[config.mk]
export PLATFORM = sky130hd
export DESIGN_NAME = sap_controller
export DESIGN_NICKNAME = d
export VERILOG_FILES = /design/src/rtl/sap_pkg.sv /design/src/rtl/sap_ctrl_decode.sv /design/src/rtl/sap_controller.sv
export SDC_FILE = /design/constraint.sdc
export NUM_CORES = 1
export LEC_CHECK = 0
export CORE_UTILIZATION = 35
export DETAILED_ROUTE_END_ITERATION = 8
export MAX_ROUTING_LAYER = met4
export PLACE_DENSITY = 0.81
export SLEW_MARGIN = 20
export SYNTH_ARGS = -nofsm -noshare
export SYNTH_HDL_FRONTEND = slang
export SYNTH_HIERARCHICAL = 1
export SYNTH_SLANG_ARGS = --single-unit
[constraint.sdc]
create_clock -name clk -period 1.6 [get_ports clk]
set_input_delay 0.32 -clock clk [delete_from_list [all_inputs] [get_ports clk]]
set_output_delay 0.32 -clock clk [all_outputs]
set_load 0.02 [all_outputs]
[src/rtl/sap_pkg.sv]
// SAP-1 controller shared definitions: opcodes, FSM state encoding and
// control-word bit positions. Optional macro SAP_CTRL_JMP_EN adds the
// pc_load control bit used by the JMP instruction.
package sap_pkg;

    localparam logic [3:0] OP_LDA = 4'h0;
    localparam logic [3:0] OP_ADD = 4'h1;
    localparam logic [3:0] OP_SUB = 4'h2;
    localparam logic [3:0] OP_JMP = 4'h7;
    localparam logic [3:0] OP_OUT = 4'hE;
    localparam logic [3:0] OP_HLT = 4'hF;

    typedef enum logic [2:0] {
        S_IDLE   = 3'd0,
        S_T1     = 3'd1,
        S_T2     = 3'd2,
        S_T3     = 3'd3,
        S_T4     = 3'd4,
        S_T5     = 3'd5,
        S_T6     = 3'd6,
        S_HALTED = 3'd7
    } state_t;

    // Control word bits are active-high internally; the top inverts the
    // active-low strobes at the ports.
    localparam int CW_PC_INC   = 0;
    localparam int CW_PC_OUT   = 1;
    localparam int CW_MAR_LOAD = 2;
    localparam int CW_RAM_OUT  = 3;
    localparam int CW_IR_LOAD  = 4;
    localparam int CW_IR_OUT   = 5;
    localparam int CW_ACC_LOAD = 6;
    localparam int CW_ACC_OUT  = 7;
    localparam int CW_B_LOAD   = 8;
    localparam int CW_ALU_SUB  = 9;
    localparam int CW_ALU_OUT  = 10;
    localparam int CW_OUT_LOAD = 11;
`ifdef SAP_CTRL_JMP_EN
    localparam int CW_PC_LOAD  = 12;
    localparam int CW_W        = 13;
`else
    localparam int CW_W        = 12;
`endif

endpackage

[src/rtl/sap_ctrl_decode.sv]
// Combinational microcode decode: (T-state, latched opcode) -> control word.
// Optional macro SAP_CTRL_JMP_EN enables the JMP (4'h7) microcode.
module sap_ctrl_decode
    import sap_pkg::*;
(
    input  logic [2:0]      state,
    input  logic [3:0]      opcode,
    output logic [CW_W-1:0] cw
);

    state_t st;
    assign st = state_t'(state);

    // Fetch steps are opcode-independent; execute steps depend on the opcode.
    always_comb begin
        cw = '0;
        case (st)
            S_T1: begin
                cw[CW_PC_OUT]   = 1'b1;
                cw[CW_MAR_LOAD] = 1'b1;
            end
            S_T2: begin
                cw[CW_PC_INC]   = 1'b1;
            end
            S_T3: begin
                cw[CW_RAM_OUT]  = 1'b1;
                cw[CW_IR_LOAD]  = 1'b1;
            end
            S_T4: begin
                case (opcode)
                    OP_LDA, OP_ADD, OP_SUB: begin
                        cw[CW_IR_OUT]   = 1'b1;
                        cw[CW_MAR_LOAD] = 1'b1;
                    end
                    OP_OUT: begin
                        cw[CW_ACC_OUT]  = 1'b1;
                        cw[CW_OUT_LOAD] = 1'b1;
                    end
`ifdef SAP_CTRL_JMP_EN
                    OP_JMP: begin
                        cw[CW_IR_OUT]   = 1'b1;
                        cw[CW_PC_LOAD]  = 1'b1;
                    end
`endif
                    default: ;
                endcase
            end
            S_T5: begin
                case (opcode)
                    OP_LDA: begin
                        cw[CW_RAM_OUT]  = 1'b1;
                        cw[CW_ACC_LOAD] = 1'b1;
                    end
                    OP_ADD: begin
                        cw[CW_RAM_OUT]  = 1'b1;
                        cw[CW_B_LOAD]   = 1'b1;
                    end
                    OP_SUB: begin
                        cw[CW_RAM_OUT]  = 1'b1;
                        cw[CW_B_LOAD]   = 1'b1;
                        cw[CW_ALU_SUB]  = 1'b1;
                    end
                    default: ;
                endcase
            end
            S_T6: begin
                case (opcode)
                    OP_ADD: begin
                        cw[CW_ALU_OUT]  = 1'b1;
                        cw[CW_ACC_LOAD] = 1'b1;
                    end
                    OP_SUB: begin
                        cw[CW_ALU_OUT]  = 1'b1;
                        cw[CW_ACC_LOAD] = 1'b1;
                        cw[CW_ALU_SUB]  = 1'b1;
                    end
                    default: ;
                endcase
            end
            default: ;
        endcase
    end

endmodule

[src/rtl/sap_controller.sv]
// SAP-1 ring-counter controller: IDLE/T1..T6/HALTED FSM plus opcode latch.
// All outputs decode from registered state and registered opcode only.
// Optional macro SAP_CTRL_JMP_EN adds pc_load_bar and the JMP instruction.
module sap_controller
    import sap_pkg::*;
#(
    parameter bit AUTO_RUN = 1'b0
) (
    input  logic       clk,
    input  logic       rst,
    input  logic       run,
    input  logic [3:0] instruction_in,
    output logic       pc_inc,
    output logic       pc_out_bar,
    output logic       mar_load_bar,
    output logic       ram_out_bar,
    output logic       ir_load_bar,
    output logic       ir_out_bar,
    output logic       acc_load_bar,
    output logic       acc_out_bar,
    output logic       b_load_bar,
    output logic       alu_sub,
    output logic       alu_out_bar,
    output logic       out_load_bar,
`ifdef SAP_CTRL_JMP_EN
    output logic       pc_load_bar,
`endif
    output logic [5:0] t_state,
    output logic       halted
);

    state_t          state_q;
    logic [3:0]      opcode_q;
    logic [CW_W-1:0] cw;
    logic            run_eff;

    assign run_eff = AUTO_RUN | run;

    // Step the ring counter; run only matters in IDLE and at the end of T6.
    always_ff @(posedge clk) begin
        if (rst) begin
            state_q  <= S_IDLE;
            opcode_q <= 4'h0;
        end else begin
            case (state_q)
                S_IDLE:   state_q <= run_eff ? S_T1 : S_IDLE;
                S_T1:     state_q <= S_T2;
                S_T2:     state_q <= S_T3;
                S_T3: begin
                    state_q  <= S_T4;
                    opcode_q <= instruction_in;
                end
                S_T4:     state_q <= (opcode_q == OP_HLT) ? S_HALTED : S_T5;
                S_T5:     state_q <= S_T6;
                S_T6:     state_q <= run_eff ? S_T1 : S_IDLE;
                S_HALTED: state_q <= S_HALTED;
                default:  state_q <= S_IDLE;
            endcase
        end
    end

    sap_ctrl_decode u_decode (
        .state  (state_q),
        .opcode (opcode_q),
        .cw     (cw)
    );

    assign pc_inc       =  cw[CW_PC_INC];
    assign pc_out_bar   = ~cw[CW_PC_OUT];
    assign mar_load_bar = ~cw[CW_MAR_LOAD];
    assign ram_out_bar  = ~cw[CW_RAM_OUT];
    assign ir_load_bar  = ~cw[CW_IR_LOAD];
    assign ir_out_bar   = ~cw[CW_IR_OUT];
    assign acc_load_bar = ~cw[CW_ACC_LOAD];
    assign acc_out_bar  = ~cw[CW_ACC_OUT];
    assign b_load_bar   = ~cw[CW_B_LOAD];
    assign alu_sub      =  cw[CW_ALU_SUB];
    assign alu_out_bar  = ~cw[CW_ALU_OUT];
    assign out_load_bar = ~cw[CW_OUT_LOAD];
`ifdef SAP_CTRL_JMP_EN
    assign pc_load_bar  = ~cw[CW_PC_LOAD];
`endif

    assign halted = (state_q == S_HALTED);

    // One-hot T-state indicator, zero outside T1..T6.
    always_comb begin
        t_state = 6'b000000;
        case (state_q)
            S_T1:    t_state = 6'b000001;
            S_T2:    t_state = 6'b000010;
            S_T3:    t_state = 6'b000100;
            S_T4:    t_state = 6'b001000;
            S_T5:    t_state = 6'b010000;
            S_T6:    t_state = 6'b100000;
            default: t_state = 6'b000000;
        endcase
    end

endmodule

* Word level (Yosys, flattened, before mapping)
Cells that the tools add are included.
Storage, ports and cells: input bits 7, word-level logic and storage cells 48, memories kept 0, output and inout port bits 19, latch bits 0, register bits 7, memory bits (writable) 0, bits in read-only memories 0
Cells by class: $lt $le $gt $ge 0, multiply operators 0, shift-type cells 0, add/sub/neg operators 0, multiplexer cells 20, bitwise gates (word level) 9, equality and inequality tests 11, reductions and logical operators 6, div/mod/pow operators 0
Operators by type and width (count):
- 6-bit one-hot mux with 6 select lines | 1
- 3-bit one-hot mux with 7 select lines | 1
- 1-bit 2-to-1 mux | 14
- 3-bit == test, second input constant | 4
- 1-bit inverter | 9
- 4-bit == test, second input constant | 2
- 3-bit by 2-bit == test with 1-bit output, second input constant | 2
- 1-bit one-hot mux with 2 select lines | 3
- 2-bit OR reduction | 3
- 4-bit by 1-bit == test with 1-bit output, second input constant | 1
- 4-bit by 2-bit == test with 1-bit output, second input constant | 1
- 4-bit zero test | 1
- 3-bit by 1-bit == test with 1-bit output, second input constant | 1
- 3-bit zero test | 1
- 3-bit OR reduction | 1
- 2-bit 2-to-1 mux | 1

* Logic depth before layout (Yosys ltp)
depth after elaboration 5, depth in mapped cells 5, gate-level depth less buffers 4

* Cells and area by module
The synthesis kept the hierarchy.
Modules (own cells, without submodules):
- sap_controller | instances 1, area an instance 405.4 µm², seq. area each 140.1 µm², cells each 50
- sap_ctrl_decode | instances 1, area an instance 160.2 µm², seq. area each 0.0 µm², cells each 28

* Least setup slack after synthesis
No wires, ideal clock.
kind reg-to-output, from register state_q[0], to output t_state[0], buffers on the path 1, stages on the path, launching flop included 4, required time 1280 ps, slack 72 ps, arrival time 1208 ps, cell sequence dfxtp_1 buf_2 inv_1 nor3_1
On the way: longest elaborated chain between the ends 2, elaborated cells on any way between the ends 7, those cells by class eq/ne: 6; mux: 1
RTL lines:
- start, declared | RTL line sap_controller.sv:32 | state_t state_q;
- start signal, assigned | RTL line sap_controller.sv:46 | S_IDLE: state_q <= run_eff ? S_T1 : S_IDLE;
- start signal, assigned | RTL line sap_controller.sv:53 | S_T4: state_q <= (opcode_q == OP_HLT) ? S_HALTED : S_T5;
- start signal, assigned | RTL line sap_controller.sv:55 | S_T6: state_q <= run_eff ? S_T1 : S_IDLE;
- 3-bit == test, or another cell as far along | RTL line sap_controller.sv:89 | case (state_q)
- 6-bit one-hot mux with 6 select lines (*) | RTL line sap_controller.sv:89
- end, declared | RTL line sap_controller.sv:28 | output logic [5:0] t_state,
Mark *: on every way between the ends. The rest lies on a longest branch, timed or not.

* Worst setup path in the final report
from register state_q[1], to output acc_load_bar
On the way: longest elaborated chain between the ends 3, elaborated cells on any way between the ends 4, those cells by class eq/ne: 2; mux: 1; bitwise: 1
RTL lines:
- 3-bit == test | RTL line sap_ctrl_decode.sv:17 | case (st)
- 1-bit one-hot mux with 2 select lines (*) | RTL line sap_ctrl_decode.sv:17
- net cw[6] | RTL line sap_controller.sv:34 | logic [CW_W-1:0] cw;
- 1-bit inverter (*) | RTL line sap_controller.sv:74 | assign acc_load_bar = ~cw[CW_ACC_LOAD];
- end, declared | RTL line sap_controller.sv:19 | output logic acc_load_bar,
Mark *: on every way through the listed nets, which the timed path passes. The rest lies on a longest branch.

==> impl_metrics.env <==
export IMPL_syn2layout_area_growth_pct=82.1
export IMPL_rsz0062_at_grt="yes"
export IMPL_slew_viol_final=0
export IMPL_ys_seq_elements=7
export IMPL_r2r_start="state_q[1]$_SDFF_PP0_"
export IMPL_reg2reg_depth=6
export IMPL_async_flop_share_pct=0
export IMPL_drive_gt1_share_pct=54.4
export IMPL_crit_start="state_q[1]$_SDFF_PP0_"
export IMPL_path_class="flop to output pin"
export IMPL_final_net_count=133
export IMPL_placed_area_um2=928
export IMPL_finalSetupTns_ps=-467
export IMPL_vias_per_cell=4.87
export IMPL_rows=14
export IMPL_cts_htree_levels=1
export IMPL_drt_initial_drc_count=16
export IMPL_worst_slew_pin_slew_ps=256
export IMPL_dr_pass1_iters=4
export IMPL_cts_clk_slew_worst_paths_ps=50
export IMPL_io_pins=26
export IMPL_hold_violations=0
export IMPL_route_detailed_drc=0
export IMPL_fin_ws_ps=-138
export IMPL_diodes=0
export IMPL_grt_total_usage_pct=18.9
export IMPL_finalWirelength_um=1690
export IMPL_fp_coreArea_mm2=0.00151
export IMPL_synth_cells=78
export IMPL_grt_pass1_wl_um=2510
export IMPL_grt_pass1_vias=622
export IMPL_overflow=0
export IMPL_antenna_found_initial=0
export IMPL_p_leak_nw=0.503
export IMPL_avgSynthCellArea_um2=7.25
export IMPL_ys_seq_area_share_pct=24.8
export IMPL_powerDensity_mw_per_mm2=592
export IMPL_postLayoutCellArea_mm2=0.00103
export IMPL_wl_per_cell_um=12.0
export IMPL_cp_start_kind="flop"
export IMPL_ys_warn_count=6
export IMPL_max_vdd_ir_drop_mv=0.388
export IMPL_path_max_fanout=5
export IMPL_status="finished with violations"
export IMPL_clock_fmax_mhz=575
export IMPL_syn_area_um2=566
export IMPL_regToRegSetupSlack_ps=360
export IMPL_start_util_pct=37.5
export IMPL_maxSlewHeadroom_pct=82.9
export IMPL_crit_path_end="acc_load_bar"
export IMPL_cts_path_max_buffers=2
export IMPL_r2r_end="opcode_q[2]$_SDFFE_PP0P_"
export IMPL_crit_arrival_ps=1420
export IMPL_chipWidth_um=42.2
export IMPL_synth_edf_count=0
export IMPL_synth_flop_cell="dfxtp_1"
export IMPL_cts_root_buf="clkbuf_4"
export IMPL_place_congestion=0.850
export IMPL_syn_num_nets=85
export IMPL_setup_viol=7
export IMPL_synth_cell_types=31
export IMPL_maxCapViolations=0
export IMPL_io_buffers=25
export IMPL_final_util_pct=68.4
export IMPL_num_vias=686
export IMPL_hp_class="flop to flop"
export IMPL_required_ps=1280
export IMPL_period_needed_ps=1740
export IMPL_dp_hpwl_um=1100
export IMPL_clk_latency_ps=260
export IMPL_cts_tree="done"
export IMPL_die_h_um=42.2
export IMPL_worst_hold_slack_ps=666
export IMPL_finClkSkew_ps=0.651
export IMPL_cp_end_kind="output pin"
export IMPL_violations="setup timing"
export IMPL_num_fill_cells=118
export IMPL_grt_start_max_net_pins=10
export IMPL_cts_made_buffers=3
export IMPL_dieArea_mm2=0.00178
export IMPL_cts_sinks=7
export IMPL_fin_crit_sh_pct=109
export IMPL_detail_route_antenna_nets=0
==> metrics by stage <==
stage | std cells | total power, mW | setup WS (ps)
floorplan | 78 | 0.316 | 71.6
global placement | 132 | 0.410 | -234
detailed placement | 132 | 0.416 | -294
CTS | 140 | 0.590 | -140
global route | 141 | 0.642 | -205
finish | 141 | 0.610 | -138
==> report_power, final <==
| part | internal (mW) | leakage [nW] | switching (mW) | total [mW] |
|---|---|---|---|---|
| Combinational | 0.129 | 0.427 | 0.115 | 0.243 |
| Clock | 0.0955 | 0.0150 | 0.0709 | 0.166 |
| Sequential | 0.184 | 0.0610 | 0.0156 | 0.200 |
==> logic make-up (layout without fill, tap and decap cells) <==
kind of cell,Yosys count,after routing,synth area share [%]
compound gates,8,8,8.85
simple gates,40,40,41.4
xor+xnor,2,2,3.10
buf+inv,17,64,14.8
flops,7,7,24.8
mux,4,4,7.08
==> area by class of cell <==
cell class | count | area, um2 | share of cell area (%)
flip-flops and latches | 7 | 156 | 15.2
repair buffers | 47 | 370 | 36.0
clock buffers | 4 | 26.3 | 2.55
multi-input cells | 54 | 405 | 39.4
well taps | 16 | 20.0 | 1.94
inverters | 13 | 51.3 | 4.98
==> metal layers <==
layer,vias up,wire (um),track usage [%]
met1,317,664,19.7
met4,0,15,7.50
met3,2,78,3.88
met5,-,0,-
met2,25,926,34.5
li1,342,-,-
==> critical path: stages, from the launching register on <==
cell      delay [ps]
dfxtp_4          360
nand2b_4         140
or3_4            360
a21oi_2          120
inv_1             60
buf_6            120
==> cell usage after synthesis (2+ instances only) <==
| master | n | area share [%] |
|---|---|---|
| dfxtp_1 | 7 | 25 |
| a21oi_1 | 3 | 2.7 |
| nor3_1 | 2 | 1.8 |
| nand2_1 | 7 | 4.6 |
| inv_1 | 12 | 8.0 |
| nand2b_1 | 5 | 5.5 |
| and3_2 | 2 | 2.7 |
| mux2i_1 | 4 | 7.1 |
| nor2_1 | 13 | 8.6 |
| buf_6 | 2 | 4.0 |
==> how the worst min path moves through the flow <==
stage                                   startpoint                        to  slack [ps]  cells past startpoint
final                                         flop     state_q[0]$_SDFF_PP0_         670                      3
after CTS                        instruction_in[0]  opcode_q[0]$_SDFFE_PP0P_         670                      3
after floorplan                  instruction_in[0]  opcode_q[0]$_SDFFE_PP0P_         460                      2
after detailed placement  opcode_q[0]$_SDFFE_PP0P_  opcode_q[0]$_SDFFE_PP0P_         670                      3
after global routing         state_q[1]$_SDFF_PP0_                      flop         690                      3
after global placement       state_q[0]$_SDFF_PP0_                      flop         650                      3
==> repair_timing <==
item | 4_1_cts | 5_1_grt
hold buffers | 0 | 0
hold endpoints to repair | 0 | 0
setup buffers | 4 | 1
pin swaps | 4 | 5
gates resized for setup | 84 | 22
setup endpoints to repair | 19 | 15
==> cells in the final DEF (no fill, tap or decap), types with 3 or more instances in the layout <==
master / instances
clkdlybuf4s50_1: 6
nand2_1: 5
buf_6: 6
inv_1: 10
buf_4: 21
mux2i_1: 4
nor2_1: 13
dfxtp_2: 4
nand2b_1: 3
buf_2: 10
dfxtp_4: 3
clkbuf_4: 3
No activity file was read; power rests on OpenSTA's default activity.
